### src/rtl/uart_rx_oversample_pkg.sv
// Shared definitions for the oversampled UART receiver: FSM encodings,
// default line/clock rates and the 3-sample majority helper.
// No logic of its own; imported by the receiver top.
package uart_rx_oversample_pkg;

    localparam int DEF_CLK_FREQ  = 100_000_000;
    localparam int DEF_BAUD_RATE = 115200;

    typedef enum logic [2:0] {
        ST_IDLE     = 3'd0,
        ST_START    = 3'd1,
        ST_DATA     = 3'd2,
        ST_PARITY   = 3'd3,
        ST_STOP     = 3'd4,
        ST_BRK_WAIT = 3'd5
    } rx_state_t;

    function automatic logic maj3(input logic a, input logic b, input logic c);
        return (a & b) | (a & c) | (b & c);
    endfunction

endpackage

### src/rtl/uart_os_tick.sv
// Purpose: free-running divider producing a one-clk tick every DIV clocks.
// Latency: first tick DIV clocks after reload; registered output.
// Backpressure: none; reload restarts the period so ticks phase-align to it.
// Ports: clk, rst (async active-low), reload (sync restart), tick (1-clk pulse).
module uart_os_tick #(
    parameter int DIV = 54
) (
    input  logic clk,
    input  logic rst,
    input  logic reload,
    output logic tick
);

    localparam int CW = (DIV > 1) ? $clog2(DIV) : 1;
    localparam logic [CW-1:0] LAST = CW'(DIV - 1);

    logic [CW-1:0] cnt;

    always_ff @(posedge clk or negedge rst) begin
        if (!rst) begin
            cnt  <= '0;
            tick <= 1'b0;
        end else if (reload) begin
            cnt  <= '0;
            tick <= 1'b0;
        end else if (cnt == LAST) begin
            cnt  <= '0;
            tick <= 1'b1;
        end else begin
            cnt  <= cnt + CW'(1);
            tick <= 1'b0;
        end
    end

endmodule

### src/rtl/uart_rx_oversample.sv
// Purpose: 8N1/8E1/8O1 UART receiver, 16x oversampled, majority-voted bits.
// Latency: byte visible 1 clk after the stop-bit vote (+2 clk input sync).
// Backpressure: one-entry valid/ready holding reg; a byte completing while full is dropped (overrun_err).
// Ports: clk, rst (async active-low), rx_line in; rx_valid/rx_ready/rx_data out handshake;
//        frame_err/parity_err qualified by rx_valid; overrun_err sticky, cleared by err_clr; busy.
module uart_rx_oversample
    import uart_rx_oversample_pkg::*;
#(
    parameter int CLK_FREQ   = DEF_CLK_FREQ,
    parameter int BAUD_RATE  = DEF_BAUD_RATE,
    parameter int OVERSAMPLE = 16,
    parameter int PARITY_EN  = 0,
    parameter int PARITY_ODD = 0
) (
    input  logic       clk,
    input  logic       rst,
    input  logic       rx_line,
    output logic       rx_valid,
    input  logic       rx_ready,
    output logic [7:0] rx_data,
    output logic       frame_err,
    output logic       parity_err,
    output logic       overrun_err,
    input  logic       err_clr,
    output logic       busy
);

    localparam int DIV = CLK_FREQ / (BAUD_RATE * OVERSAMPLE);
    localparam int SCW = $clog2(OVERSAMPLE);
    localparam int M   = OVERSAMPLE / 2;
    localparam logic [SCW-1:0] SC_LO   = SCW'(M - 1);
    localparam logic [SCW-1:0] SC_MID  = SCW'(M);
    localparam logic [SCW-1:0] SC_HI   = SCW'(M + 1);
    localparam logic [SCW-1:0] SC_LAST = SCW'(OVERSAMPLE - 1);
    localparam bit PAR_EN  = (PARITY_EN != 0);
    localparam bit PAR_ODD = (PARITY_ODD != 0);

    logic            sync1, rxs;
    rx_state_t       state;
    logic [SCW-1:0]  sc;
    logic [2:0]      bit_idx;
    logic [7:0]      shreg;
    logic            par_bit;
    logic            s_lo, s_mid;
    logic            tick, reload, vote, at_vote, at_wrap, complete, stop_pe;

    always_ff @(posedge clk or negedge rst) begin
        if (!rst) begin
            sync1 <= 1'b1;
            rxs   <= 1'b1;
        end else begin
            sync1 <= rx_line;
            rxs   <= sync1;
        end
    end

    // Restarting the divider on the detected falling edge centres the samples in each bit.
    assign reload = (state == ST_IDLE) && !rxs;

    uart_os_tick #(.DIV(DIV)) u_tick (
        .clk    (clk),
        .rst    (rst),
        .reload (reload),
        .tick   (tick)
    );

    // The third sample is the live rxs at the vote tick, so no flop is spent on it.
    assign vote     = maj3(s_lo, s_mid, rxs);
    assign at_vote  = tick && (sc == SC_HI);
    assign at_wrap  = tick && (sc == SC_LAST);
    // Completing at the stop vote rather than at end of bit leaves slack for back-to-back frames.
    assign complete = (state == ST_STOP) && at_vote;
    assign stop_pe  = PAR_EN && ((^shreg ^ par_bit) != PAR_ODD);
    assign busy     = (state != ST_IDLE);

    always_ff @(posedge clk or negedge rst) begin
        if (!rst) begin
            state   <= ST_IDLE;
            sc      <= '0;
            bit_idx <= '0;
            shreg   <= '0;
            par_bit <= 1'b0;
            s_lo    <= 1'b1;
            s_mid   <= 1'b1;
        end else begin
            if (tick) begin
                if (sc == SC_LO)  s_lo  <= rxs;
                if (sc == SC_MID) s_mid <= rxs;
                sc <= (sc == SC_LAST) ? '0 : sc + SCW'(1);
            end
            case (state)
                ST_IDLE: begin
                    if (!rxs) begin
                        sc    <= '0;
                        state <= ST_START;
                    end
                end
                ST_START: begin
                    if (at_vote && vote) begin
                        state <= ST_IDLE;
                    end else if (at_wrap) begin
                        state   <= ST_DATA;
                        bit_idx <= '0;
                    end
                end
                ST_DATA: begin
                    if (at_vote) shreg <= {vote, shreg[7:1]};
                    if (at_wrap) begin
                        if (bit_idx == 3'd7) state <= PAR_EN ? ST_PARITY : ST_STOP;
                        bit_idx <= bit_idx + 3'd1;
                    end
                end
                ST_PARITY: begin
                    if (at_vote) par_bit <= vote;
                    if (at_wrap) state <= ST_STOP;
                end
                ST_STOP: begin
                    // A low stop bit on an all-zero byte is a break; wait out the low line.
                    if (at_vote) state <= (!vote && shreg == 8'h00) ? ST_BRK_WAIT : ST_IDLE;
                end
                ST_BRK_WAIT: begin
                    if (rxs) state <= ST_IDLE;
                end
                default: state <= ST_IDLE;
            endcase
        end
    end

    always_ff @(posedge clk or negedge rst) begin
        if (!rst) begin
            rx_valid    <= 1'b0;
            rx_data     <= 8'h00;
            frame_err   <= 1'b0;
            parity_err  <= 1'b0;
            overrun_err <= 1'b0;
        end else begin
            // An accept in the completion cycle frees the slot, so the new byte loads.
            if (complete && (!rx_valid || rx_ready)) begin
                rx_valid   <= 1'b1;
                rx_data    <= shreg;
                frame_err  <= !vote;
                parity_err <= stop_pe;
            end else if (rx_valid && rx_ready) begin
                rx_valid <= 1'b0;
            end
            if (complete && rx_valid && !rx_ready) overrun_err <= 1'b1;
            else if (err_clr)                      overrun_err <= 1'b0;
        end
    end

endmodule
### config.mk
export PLATFORM = sky130hd
export DESIGN_NAME = uart_rx_oversample
export DESIGN_NICKNAME = d
export VERILOG_FILES = /design/src/rtl/uart_rx_oversample_pkg.sv /design/src/rtl/uart_os_tick.sv /design/src/rtl/uart_rx_oversample.sv
export SDC_FILE = /design/constraint.sdc
export NUM_CORES = 1
export LEC_CHECK = 0
export CAP_MARGIN = 0
export CORE_MARGIN = 3
export CORE_UTILIZATION = 55
export CTS_CLUSTER_DIAMETER = 60
export DETAILED_ROUTE_END_ITERATION = 10
export PLACE_DENSITY = 0.85
export SLEW_MARGIN = 20
export SYNTH_ARGS = -nofsm -noshare
export SYNTH_HDL_FRONTEND = slang
export SYNTH_SLANG_ARGS = --single-unit
### constraint.sdc
create_clock -name clk -period 4 [get_ports clk]
set_clock_uncertainty 0.15 [all_clocks]
set_input_delay 1.2 -clock clk [delete_from_list [all_inputs] [get_ports clk]]
set_output_delay 1.2 -clock clk [all_outputs]
set_load 0.01 [all_outputs]
==> results.cfg <==
[timing]
fin_tns_setup_ps = 0
grt_setup_unrepaired = false
tightest_slew_ps = 846
period_needed_ps = 3200
period_share = 0.801
setup_violations = 0
finalHoldViolations = 0
slew_headroom = 0.436
finalMaxSlewViolations = 0
max_freq_mhz = 312

[cells_and_area]
final_cells = 215
diodes = 0
drive_above_1_share = 0.199
areaGrowthSynthToFinish_pct = 14.1
nets = 182
n_fill_cell = 236

[global_route]
gr-total-overflow = 0
grt_pass1_wl_um = 5880
grt_pass1_vias = 1318
grt_max_degree = 41
antenna_found_initial = 0
grt_use_total = 0.186

[die]
start_util = 0.591
die_h_um = 64.0
dieArea_um2 = 4090
die_w_um = 64.0
num_rows = 20
core_um2 = 3130
ios = 18

[worst_hold_path]
hold_class = flop to flop
hp-start = sync1

[logic_synthesis]
yosys-top-cells-area = dfrtp_1, mux2_2, dfstp_2
synth_most_common_cell = dfrtp_1
syn_inst = 154
avgSynthCellArea_um2 = 12.0
synth_top_area_cell = dfrtp_1
syn-num-nets = 166
ys_async_sr_fraction = 1.00
yosysWarnings = 0
syn-cell-area_um2 = 1850
synth_edf_count = 0
synth_top_flop_cell = dfrtp_1
synth_top_area_share = 0.487
synth-seq-cells = 40
synth.top_cells.by_count = dfrtp_1, mux2_2, nor2_1, nand2_1, ha_1
ys_seq_area_frac = 0.544
yosys.cell_types.count = 41

[clock_network]
clkTransAtPathRegs_ps = 120
cts_num_sinks = 40
ctsHoldBuffers = 0
clock_path_buffers = 2
clk_root_buffer_cell = clkbuf_4
h-tree-depth = 2
cts_resized = 0
numCtsBuffers = 5
cts_setup_buffers = 0
cts_tree = yes
clk_latency_ps = 340

[placed_design]
gp_congestion = 0.756
dp_hpwl_um = 2260
port_buffers = 16
dpl.cell_count = 207

[critical_path]
cp_max_fo = 13
worstPathRequired_ps = 2650
startpoint_type = flop
critPathKind = flop to output pin
slowest_delay_ps = 520
critical_path_arrival_ps = 1850
cp_cell_sequence = or3_1, clkdlybuf4s50_1
end_kind = output pin
critPathLaunch = state[0]
cp_top_family = flip-flops
cp_num_buf_inv = 1
r2r_start = sc[1]
critical-path-slowest-cell = dfrtp_1

[pwr]
vdd_ir_drop_max_v = 0.000299
leakagePower_uw = 0.000975
p_per_area_nw_per_um2 = 334

[run_status]
outcome = completed

[detailed_routing]
antenna_left = 0
drt_pass1_iterations = 4
wl_um = 3250
num_vias = 1193
drt-wirelength-per-cell_um = 15.1
drtIter0Drc = 41
vias_per_cell = 5.55
drc = 0

[run]
cap_violations = 0
==> power breakdown <==
group | internal (uW) | switching [uW]
logic | 3.72 | 8.46
clock network | 150 | 135
registers | 406 | 1.12
total | 560 | 144
==> stage by stage <==
| step | area [um^2] | hold slack (ps) | setup WS [ps] | utilization | total power (uW) |
|---|---|---|---|---|---|
| floorplan | 1850 | 195 | 1620 | - | 417 |
| global placement | 2020 | 197 | 1210 | 0.646 | 427 |
| detailed placement | 2020 | 197 | 1090 | 0.646 | 428 |
| CTS | 2110 | 215 | 772 | 0.674 | 712 |
| global route | 2110 | 218 | 694 | 0.674 | 732 |
| finish | 2110 | 214 | 797 | 0.674 | 704 |
==> cell usage in the layout (no fill, tap or decap), drive strengths merged <==
cell | synthesis | layout
nand4 | 3 | 3
inv | 6 | 6
mux2i | 2 | 2
nand2b | 1 | 1
clkinv | 0 | 1
clkdlybuf4s50 | 0 | 15
nor3 | 3 | 3
a22oi | 2 | 2
o31a | 1 | 1
clkbuf | 3 | 6
buf | 4 | 1
mux2 | 20 | 20
dfrtp | 36 | 36
a211o | 1 | 1
o2bb2ai | 1 | 1
or3b | 1 | 1
bufinv | 0 | 1
ha | 7 | 7
dfstp | 4 | 4
nand3b | 1 | 1
maj3 | 1 | 1
or4 | 4 | 4
nor4b | 1 | 1
nand4b | 2 | 2
or2b | 1 | 1
and4b | 2 | 2
nand2 | 10 | 10
nor2 | 13 | 13
xor2 | 4 | 4
or2 | 2 | 2
o22ai | 2 | 2
xnor2 | 3 | 3
conb | 1 | 1
and2 | 1 | 1
o32ai | 1 | 1
nand3 | 2 | 2
nor3b | 1 | 1
or3 | 1 | 1
o21ai | 6 | 6
==> path summary, 6_finish.rpt <==
| kind | to | slack, ps | cells past startpoint |
|---|---|---|---|
| worst min-delay path | rxs | 210 | 0 |
| worst max register to register | shreg[2] | 1900 | 5 |
| worst max-delay path | busy | 800 | 2 |
| min in group asynchronous | bit_idx[0] | 790 | 1 |
| max in group asynchronous | u_tick.cnt[4] | 2380 | 1 |
| worst min register to register | rxs | 210 | 0 |
==> final cells by class <==
cell class | instances | area [um^2] | area share
Clock buffer | 6 | 51.3 | 0.0243
Clock inverter | 2 | 38.8 | 0.0184
Inverter | 6 | 22.5 | 0.0107
Multi-Input combinational cell | 101 | 781 | 0.370
Sequential cell | 40 | 1010 | 0.477
Tap cell | 44 | 55.1 | 0.0261
Timing Repair Buffer | 16 | 155 | 0.0735
==> flip-flops by register name, summed over array words and instances (netlist names) <==
signal	cells
s_mid	1
state	3
sc	4
shreg	8
u_tick.tick	1
rx_data	8
bit_idx	3
frame_err	1
sync1	1
s_lo	1
rx_valid	1
u_tick.cnt	6
overrun_err	1
rxs	1
==> cells by family (layout without fill, tap and decap cells) <==
kind of cell | after synthesis | after routing | synth area share
buffers and inverters | 13 | 30 | 0.0338
multiplexers | 22 | 22 | 0.139
AND/OR/NAND/NOR | 49 | 49 | 0.145
adder cells (fa/ha/maj) | 8 | 8 | 0.0528
flip-flops | 40 | 40 | 0.544
XOR/XNOR | 7 | 7 | 0.0332
other | 1 | 1 | 0.00203
AO/OA/AOI/OAI | 14 | 14 | 0.0501
==> per-layer routing <==
layer | global-route usage | up-vias | share of wire
met4 | 0.0755 | 0 | 0.018
met3 | 0.0562 | 5 | 0.036
li1 | - | 569 | -
met5 | 0 | - | 0
met1 | 0.220 | 602 | 0.44
met2 | 0.314 | 17 | 0.51
Power figures use the tool's default switching activity.
